==> config.mk <==
export PLATFORM = sky130hd
export DESIGN_NAME = matrix_input_parser
export DESIGN_NICKNAME = d
export VERILOG_FILES = /design/src/rtl/matrix_input_parser.sv
export SDC_FILE = /design/constraint.sdc
export NUM_CORES = 1
export LEC_CHECK = 0
export CAP_MARGIN = 0
export CORE_MARGIN = 2
export CORE_UTILIZATION = 63
export DETAILED_ROUTE_END_ITERATION = 16
export GPL_TIMING_DRIVEN = 0
export PLACE_DENSITY_LB_ADDON = 0.1
export SKIP_LAST_GASP = 1
export SLEW_MARGIN = 5
export SYNTH_ARGS = -nofsm -noshare
export SYNTH_HDL_FRONTEND = slang
export SYNTH_SLANG_ARGS = --single-unit
==> constraint.sdc <==
create_clock -name clk -period 5.6 [get_ports clk]
set_clock_uncertainty 0.1 [all_clocks]
set_input_delay 0.84 -clock clk [delete_from_list [all_inputs] [get_ports clk]]
set_output_delay 0.84 -clock clk [all_outputs]
set_load 0.01 [all_outputs]
==> src/rtl/matrix_input_parser.sv <==
// matrix_input_parser: turns an ASCII decimal UART byte stream into row-major matrix element writes
module matrix_input_parser #(
   parameter int unsigned TIMEOUT_CYCLES = 100_000_000
) (
   input  logic       clk,
   input  logic       rst_n,
   input  logic       start,
   input  logic [2:0] matrix_row,
   input  logic [2:0] matrix_col,
   input  logic [7:0] rx_data,
   input  logic       rx_valid,
   output logic       busy,
   output logic       wr_en,
   output logic [4:0] wr_addr,
   output logic [7:0] wr_data,
   output logic       done,
   output logic       error,
   output logic [1:0] error_code
);
   typedef enum logic [2:0] {IDLE, SEP, NUM, WRITE, DONE, ERR} state_t;
   state_t state_q, state_d;
   logic [2:0] row_q, row_d, col_q, col_d, r_q, r_d, c_q, c_d;
   logic [4:0] idx_q, idx_d;
   logic [11:0] acc_q, acc_d, acc_mul;
   logic [1:0] code_q, code_d;
   logic [31:0] tmo_q, tmo_d;
   logic is_digit, is_sep, dims_ok, timeout, col_end, last;
   assign is_digit = rx_data >= 8'h30 && rx_data <= 8'h39;
   assign is_sep = rx_data == 8'h20 || rx_data == 8'h0a || rx_data == 8'h0d;
   assign dims_ok = matrix_row != 3'd0 && matrix_row <= 3'd5 && matrix_col != 3'd0 && matrix_col <= 3'd5;
   assign acc_mul = acc_q * 12'd10 + {8'd0, rx_data[3:0]};
   assign timeout = TIMEOUT_CYCLES != 0 && !rx_valid && tmo_q >= 32'(TIMEOUT_CYCLES - 1);
   assign col_end = c_q == col_q - 3'd1;
   assign last = col_end && r_q == row_q - 3'd1;
   assign busy = state_q == SEP || state_q == NUM || state_q == WRITE;
   assign wr_en = state_q == WRITE;
   assign done = state_q == DONE;
   assign error = state_q == ERR;
   assign wr_addr = idx_q;
   assign wr_data = acc_q[7:0];
   assign error_code = code_q;
   always_ff @(posedge clk or negedge rst_n) begin
      if (!rst_n) begin
         state_q <= IDLE;
         row_q <= 3'd0;
         col_q <= 3'd0;
         r_q <= 3'd0;
         c_q <= 3'd0;
         idx_q <= 5'd0;
         acc_q <= 12'd0;
         code_q <= 2'd0;
         tmo_q <= 32'd0;
      end else begin
         state_q <= state_d;
         row_q <= row_d;
         col_q <= col_d;
         r_q <= r_d;
         c_q <= c_d;
         idx_q <= idx_d;
         acc_q <= acc_d;
         code_q <= code_d;
         tmo_q <= tmo_d;
      end
   end
   always_comb begin
      state_d = state_q;
      row_d = row_q;
      col_d = col_q;
      r_d = r_q;
      c_d = c_q;
      idx_d = idx_q;
      acc_d = acc_q;
      code_d = code_q;
      tmo_d = (busy && !rx_valid) ? tmo_q + 32'd1 : 32'd0;
      case (state_q)
         IDLE: if (start && dims_ok) begin
            state_d = SEP;
            row_d = matrix_row;
            col_d = matrix_col;
            r_d = 3'd0;
            c_d = 3'd0;
            idx_d = 5'd0;
            acc_d = 12'd0;
            code_d = 2'd0;
         end
         SEP: if (rx_valid) begin
            if (is_digit) begin
               acc_d = {8'd0, rx_data[3:0]};
               state_d = NUM;
            end else if (!is_sep) begin
               code_d = 2'd1;
               state_d = ERR;
            end
         end else if (timeout) begin
            code_d = 2'd3;
            state_d = ERR;
         end
         NUM: if (rx_valid) begin
            if (is_sep) state_d = WRITE;
            else if (!is_digit) begin
               code_d = 2'd1;
               state_d = ERR;
            end else if (acc_mul > 12'd255) begin
               code_d = 2'd2;
               state_d = ERR;
            end else acc_d = acc_mul;
         end else if (timeout) begin
            code_d = 2'd3;
            state_d = ERR;
         end
         WRITE: begin
            idx_d = idx_q + 5'd1;
            c_d = col_end ? 3'd0 : c_q + 3'd1;
            r_d = col_end ? r_q + 3'd1 : r_q;
            state_d = last ? DONE : SEP;
         end
         default: state_d = IDLE;
      endcase
   end
endmodule

Word-level counts from Yosys, hierarchy flattened
Index checks and enable logic that the tools add are counted.
- flip-flop bits (word level): 66
- output and inout port bits: 19
- word-level logic and storage cells: 108
- add/subtract/negate cells: 7
- mux-type cells: 37
- multipliers: 1
- $lt $le $gt $ge: 6
- equal/unequal tests: 24
- reductions and logical operators: 24
- operators by type and width (kind ; number):
    2-to-1 mux 12 bit ; 7
    2-to-1 mux 3 bit ; 13
    case mux 12 bit (3 select lines) ; 1
    adder 32 x 1 -> 32 bit, second input constant ; 1
    >= comparator 32 x 27 -> 1 bit, second input constant ; 1
    2-to-1 mux 32 bit ; 1
    2-to-1 mux 2 bit ; 9
    == test 8 x 4 -> 1 bit, second input constant ; 2
    inequality test 2 bit, second input constant ; 7
    adder 12 x 4 -> 12 bit ; 1
    greater-than comparator 12 x 8 -> 1 bit, second input constant ; 1
    multiplier 12 x 3 -> 11 bit, second input constant ; 1
    case mux 3 bit (2 select lines) ; 2
    case mux 3 bit (4 select lines) ; 1
    case mux 5 bit (2 select lines) ; 1
    inequality test 3 bit, second input constant ; 3
    nonzero test 3 bit ; 3
    == test 8 x 6 -> 1 bit, second input constant ; 1
    >= comparator 8 x 6 -> 1 bit, second input constant ; 1
    <= comparator 8 x 6 -> 1 bit, second input constant ; 1
    logical AND 1 bit ; 8
    AND reduction 8 bit ; 1
    adder 3 x 1 -> 3 bit, second input constant ; 2
    == test 3 x 2 -> 1 bit, second input constant ; 2
    other kinds (19) ; 28

Depth between registers and ports, before layout
Gate-level depths: netlist of the first run.
- depth after elaboration: 8
- gate-level depth with buffers: 11
- gate-level depth less buffers: 10

Worst setup path before layout of the first run
Ideal clock, no wire load.
- kind: flip-flop to flip-flop
- from: reg acc_q[1]
- to: reg acc_q[2]
- buffers on the path: 1
- cell stages (with the launch flop): 12
- period minus slack after synthesis: 3.391 ns
- library setup time: 0.125 ns
- arrival: 3.166 ns
- required time: 5.375 ns
- slack: 2.209 ns
- path through: dfrtp_1 ha_1 ha_1 fa_1 nand2_1 nor2_1 or4b_4 xor2_1 o2111a_2 o32ai_2 buf_6 mux2_4
- word-level cells in the longest chain between the ends: 7
- elaborated cells on any way between the ends: 10
- classes of those cells: add/sub: 1; mul: 1; order compare: 1; eq/ne: 1; mux: 5; reduce/logical: 1
- RTL lines (item ; line ; RTL):
    start, declared ; 24 ; logic [11:0] acc_q, acc_d, acc_mul;
    start signal, assigned ; 50 ; acc_q <= 12'd0;
    start signal, assigned ; 60 ; acc_q <= acc_d;
    multiplier 12 x 3 -> 11 bit * ; 31 ; assign acc_mul = acc_q * 12'd10 + {8'd0, rx_data[3:0]};
    adder 12 x 4 -> 12 bit * ; 31 ;
    parallel branches: the longest is 5 deep, another holds greater-than comparator 12 x 8 -> 1 bit ; -- ;
Every way passes the cells marked *. The select of a mux whose other input is x is not followed.
A chain may end at the register's enable or synchronous reset.

Worst setup path after layout of the first run
- from: in rx_data[1]
- to: reg acc_q[2]
- word-level cells in the longest chain between the ends: 6
- elaborated cells on any way between the ends: 20
- classes of those cells: add/sub: 1; order compare: 3; eq/ne: 7; mux: 5; reduce/logical: 4
- RTL lines (item ; line ; RTL):
    start, declared ; 10 ; input logic [7:0] rx_data,
    parallel branches: the longest is 6 deep, another holds adder 12 x 4 -> 12 bit ; -- ;
Several ways; the timed one is not identified. The select of a mux whose other input is x is not followed.

==> impl_metrics.ini, run 1 <==
[run_status]
status = finished clean

[clocking]
clockBufferDepth = 2
post_cts_resized = 0
htreeDepth = 3
clock_insertion_delay_worst_skew_ns = 0.34
cts_buffers = 9
cts_sinks = 65
root_buffer = clkbuf_8
clk_pin_slew_ns = 0.07
post-cts-setup-buffer-count = 0
cts_hold_buffers = 0
cts_tree = done

[place]
routabilityCongestion = 0.880
dp.cells = 553
io_buffers = 35
dp_hpwl_um = 6530

[timing]
max_freq_mhz = 267
rsz0062_at_grt = no
hold_viol = 0
setup_viol = 0
max_slew.worst_pin.slew_ns = 0.981
timing.slew.headroom_pct = 34.0
period_needed_ns = 3.75
fin_setup_tns_ns = 0
maxSlewViolCount = 0
fin_crit_sh_pct = 66.9

[yosys]
synth_top_family_by_area = simple AND/OR/NAND/NOR gates
synth_commonest_cells = dfrtp_1, nor2_1, xor2_1
synth_enable_flop_cells = 0
netlist_instances = 441
synth_fa_ha_area_share_pct = 8.20
synth_area_um2 = 4150
synth.area.top_cells = dfrtp_1, ha_1, xor2_1
synth_compound_area_share_pct = 12.8
yosysSeqAreaShare_pct = 39.2
synth-simple-area-share_pct = 22.6
synthArstFlopShare_pct = 100
ys_warn_count = 0
synth.distinct_cells = 59
synth_top_area_share_pct = 39.2
avgSynthCellArea_um2 = 9.42
synth_nets = 485
synthXorXnorAreaFrac_pct = 9.91
ys_ff_latch = 65
synth.mux.area_fraction_pct = 2.53
synthFlopType = dfrtp_1
yosysTopAreaCell = dfrtp_1

[routing]
wirelength_um = 8900
vias = 3440
met2_length_um = 4370
dr.first_iter.drc_count = 173
ant_nets = 0
wl_per_cell_um = 15.6
met3_length_um = 331
top_layer = met4
wirelength_met1_um = 3970
routed_via_density = 6.05
drc_errors = 0
first_pass_iters = 4

[power_and_ir_drop]
p_per_area_nw_per_um2 = 349
ir_drop_v = 0.000283
leakage_uw = 0.00213

[die]
pin_count = 37
start_util_pct = 65.4
die_area_um2 = 7260
coreArea_um2 = 6350
die_w_um = 85.2
die_y_um = 85.2
row_count = 29

[worst_setup_path]
r2r_start = acc_q[1]
crit_path_start = rx_data[1]
crit_arrival_ns = 3.87
criticalPathCategory = primary input to flop
path_max_fanout = 10
cp.required_ns = 5.73
start_kind = primary input
end_kind = flop

[global_route]
grt_max_degree = 66
overflow = 0
grt_pass1_vias = 3418
antenna_found_initial = 0
grtUsageTotal_pct = 26.5
grt_pass1_wl_um = 15600

[layout]
final_nets = 531
antennaDiodeCount = 0
finalNonFillerCells = 569
drive_gt1_share_pct = 9.76
area_growth_pct = 15.4

[min_path]
hold_class = flop to flop
hp-start = wr_addr[4]

[flow_run]
maxCapViolations = 0
-- sequential cells by signal, summed over array words and instances (netlist names) --
| register | cells |
|---|---|
| tmo_q | 32 |
| acc_q | 11 |
| row_q | 3 |
| wr_addr | 5 |
| c_q | 3 |
| state_q | 3 |
| col_q | 3 |
| r_q | 3 |
| error_code | 2 |
-- report_power, final --
| group | internal, uW | switching, uW |
|---|---|---|
| Clock | 216 | 185 |
| Sequential | 539 | 60.3 |
| Combinational | 315 | 355 |
| Total | 1070 | 600 |
-- path summary, 6_finish.rpt --
path	to	slack [ns]	cells past startpoint
max in group asynchronous	acc_q[0]	4.40	1
worst max-delay path	acc_q[2]	1.85	11
min in group asynchronous	tmo_q[14]	0.48	1
worst min register to register	wr_addr[4]	0.39	1
worst max register to register	acc_q[2]	1.92	11
worst min-delay path	wr_addr[4]	0.39	1
-- metal layers --
layer | global-route usage, % | vias up
met1 | 35.3 | 1665
met3 | 3.79 | 25
met4 | 12.1 | 0
met5 | 0 | -
met2 | 43.0 | 98
li1 | - | 1652
-- per-stage QoR --
| step | power, uW | util (%) | area, um2 | setup WS (ns) | hold slack, ns |
|---|---|---|---|---|---|
| after floorplan | 1060 | - | 4150 | 2.21 | 0.355 |
| after detailed placement | 1270 | 72.4 | 4600 | 1.51 | 0.387 |
| final | 1670 | 75.5 | 4790 | 1.85 | 0.385 |
| after global routing | 1780 | 75.5 | 4790 | 1.71 | 0.424 |
| after global placement | 1240 | 72.4 | 4600 | 1.50 | 0.377 |
| after CTS | 1670 | 75.5 | 4790 | 1.88 | 0.397 |
-- cell families (layout without fill, tap and decap cells) --
logic type                 count (synthesis)  count (layout)
adders and majority gates                 26              26
muxes                                      9               9
DFF                                       65              65
buffers and inverters                     32              83
xor gates and xnor gates                  47              47
AOI/OAI and AO/OA                         80              80
and+or+nand+nor                          182             182
-- critical path, stage by stage --
cell and delay [ns]:
clkdlybuf4s50_1 0.50, ha_1 0.28, fa_1 0.41, a21oi_1 0.22, nor3_1 0.10, nor3b_2 0.19, and4_1 0.19, o2111a_2 0.31
o32ai_2 0.34, buf_6 0.19, mux2_4 0.30
-- final cells by class --
class | instances | area, um2
timing repair buffer | 35 | 348
multi-input combinational | 344 | 2330
clock inverter | 5 | 55.1
fill | 475 | 1560
buffer | 20 | 153
tap | 77 | 96.3
inverter | 12 | 45.0
clock buffer | 11 | 141
sequential | 65 | 1630
-- layout by cell type (no fill, tap or decap), types with 11 or more instances in the layout --
cell type / netlist / layout
xor2_1: 29 / 29
ha_1: 24 / 24
dfrtp_1: 65 / 65
nor2_1: 65 / 65
xnor2_1: 18 / 18
nand3_1: 20 / 20
a21oi_1: 16 / 16
nand2_1: 27 / 27
nand4_1: 11 / 11
clkdlybuf4s50_1: 0 / 34
o21ai_0: 27 / 27
(Power assumes the default switching activity.)
==> run 2, diff against run 1 <==
--- a/config.mk
+++ b/config.mk
@@ -7,7 +7,7 @@
 export LEC_CHECK = 0
 export CAP_MARGIN = 0
 export CORE_MARGIN = 2
-export CORE_UTILIZATION = 63
+export CORE_UTILIZATION = 58
 export DETAILED_ROUTE_END_ITERATION = 16
 export GPL_TIMING_DRIVEN = 0
 export PLACE_DENSITY_LB_ADDON = 0.1
==> constraint.sdc (replaced) <==
create_clock -name clk -period 3.45 [get_ports clk]
set_clock_uncertainty 0.1 [all_clocks]
set_input_delay 0.5175 -clock clk [delete_from_list [all_inputs] [get_ports clk]]
set_output_delay 0.5175 -clock clk [all_outputs]
set_load 0.01 [all_outputs]
==> impl_metrics.ini, run 2 (synthesis results as in run 1) <==
[power_and_ir_drop]
leakage_uw = 0.00223
p_per_area_nw_per_um2 = 597
ir_drop_v = 0.000485
power.switching_uw = 1040
power.internal_uw = 1990
p_comb_share_pct = 41.3
sw_frac_of_total_pct = 34.2
seq_power_share_pct = 32.1
clockPowerShare_pct = 26.6

[timing]
maxSlewViolCount = 0
layout_setup_ws_ns = 0.0305
max_freq_mhz = 292
max_slew.worst_pin.slew_ns = 0.993
timing.slew.headroom_pct = 33.2
setup_viol = 0
fin_setup_tns_ns = 0
period_needed_ns = 3.42
holdWs_ns = 0.155
hold_viol = 0
fin_crit_sh_pct = 99.1
rsz0062_at_grt = yes

[layout]
antennaDiodeCount = 0
largest_reg_flops = 32
regMostFlops = tmo_q
layout_commonest_cell = nor2_1
drive_gt1_share_pct = 14.9
area_growth_pct = 22.1
final_core_util_pct = 73.8
final_nets = 543
final_cell_mix = nor2_1, dfrtp_1, clkdlybuf4s50_1

[worst_setup_path]
end_kind = flop
criticalPathCategory = flop to flop
r2r_slack_ns = 0.03
path_buf_inv = 1
cpPeakStageDelay_ns = 0.61
worstPathCellList = ha_4 > ha_4 > fa_2 > nand2_4 > nor2_1 > or4b_4 > xor2_1 > o2111a_2 > o32ai_4 > buf_6 > mux2_4
slowest_stage = fa_2
start_kind = flop
path_delay_family = adder cells
crit_top_cell = ha_4
rr_worst_depth = 11
crit_arrival_ns = 3.55
path_max_fanout = 5
path_depth = 11
cp.required_ns = 3.58

[clocking]
cts_buffers = 9
cts_tree = done
cts_sinks = 65
root_buffer = clkbuf_8
clk_pin_slew_ns = 0.07
clock_insertion_delay_worst_skew_ns = 0.34
clockBufferDepth = 2
htreeDepth = 3

[global_route]
overflow = 0
grt_pass1_wl_um = 14600
grtUsageTotal_pct = 23.5
grt_pass1_vias = 3279
grt_max_degree = 66
antenna_found_initial = 0

[die]
die_y_um = 88.6
coreArea_um2 = 6870
pin_count = 37
die_area_um2 = 7850
row_count = 30
die_w_um = 88.6
start_util_pct = 60.5

[routing]
ant_nets = 0
wirelength_um = 8830
vias = 3471
drc_errors = 0
routed_via_density = 5.79
dr.first_iter.drc_count = 169
first_pass_iters = 4
wl_per_cell_um = 14.7

[place]
dp_hpwl_um = 6150
post-place-ws_ns = -0.371
routabilityCongestion = 0.866
io_buffers = 35

[flow_run]
maxCapViolations = 0

[run_status]
status = finished clean

[min_path]
hold_class = primary input to async pin
-- run 2: path summary, 6_finish.rpt --
check | from | end
setup / recovery | acc_q[3] | acc_q[3]
hold / removal | rst_n | acc_q[8]
setup reg to reg | acc_q[3] | acc_q[3]
hold reg to reg | wr_addr[4] | wr_addr[4]
max in group asynchronous | rst_n | acc_q[1]
min in group clk | wr_addr[4] | wr_addr[4]
-- run 2: power groups by stage --
stage / logic (uW) / clock network (uW) / registers [uW]
after detailed placement: 1070 / 0 / 987
after global placement: 1040 / 0 / 983
after floorplan: 750 / 0 / 972
after global routing: 1370 / 855 / 983
after CTS: 1110 / 819 / 969
final: 1250 / 804 / 971
-- run 2: timing repair --
| action | in CTS | in global routing |
|---|---|---|
| resized for setup | 7 | 12 |
| setup endpoints to repair | 11 | 15 |
| hold buffers | 0 | 0 |
| buffers inserted | 3 | 9 |
| gates cloned | 0 | 0 |
| pin swaps | 2 | 7 |
-- run 2: routing by layer --
layer	share of wire, %	global-route usage (%)
met5	0	0
met4	1.1	6.61
met3	3.8	4.94
met2	49	38.6
met1	46	31.8
-- run 2: cell type report --
type	count	area (um2)
Multi-Input combinational cell	344	2420
Fill cell	490	1800
Sequential cell	65	1630
Timing Repair Buffer	47	450
Buffer	20	153
Clock buffer	10	138
Tap cell	96	120
Clock inverter	6	115
Inverter	12	45.0
-- run 2: stage by stage --
stage / cells / cell area, um2 / total power, uW
after CTS: 591 / 4940 / 2900
after detailed placement: 572 / 4620 / 2050
final: 600 / 5070 / 3030
after global placement: 572 / 4620 / 2020
after global routing: 600 / 5070 / 3210
after floorplan: 441 / 4150 / 1720
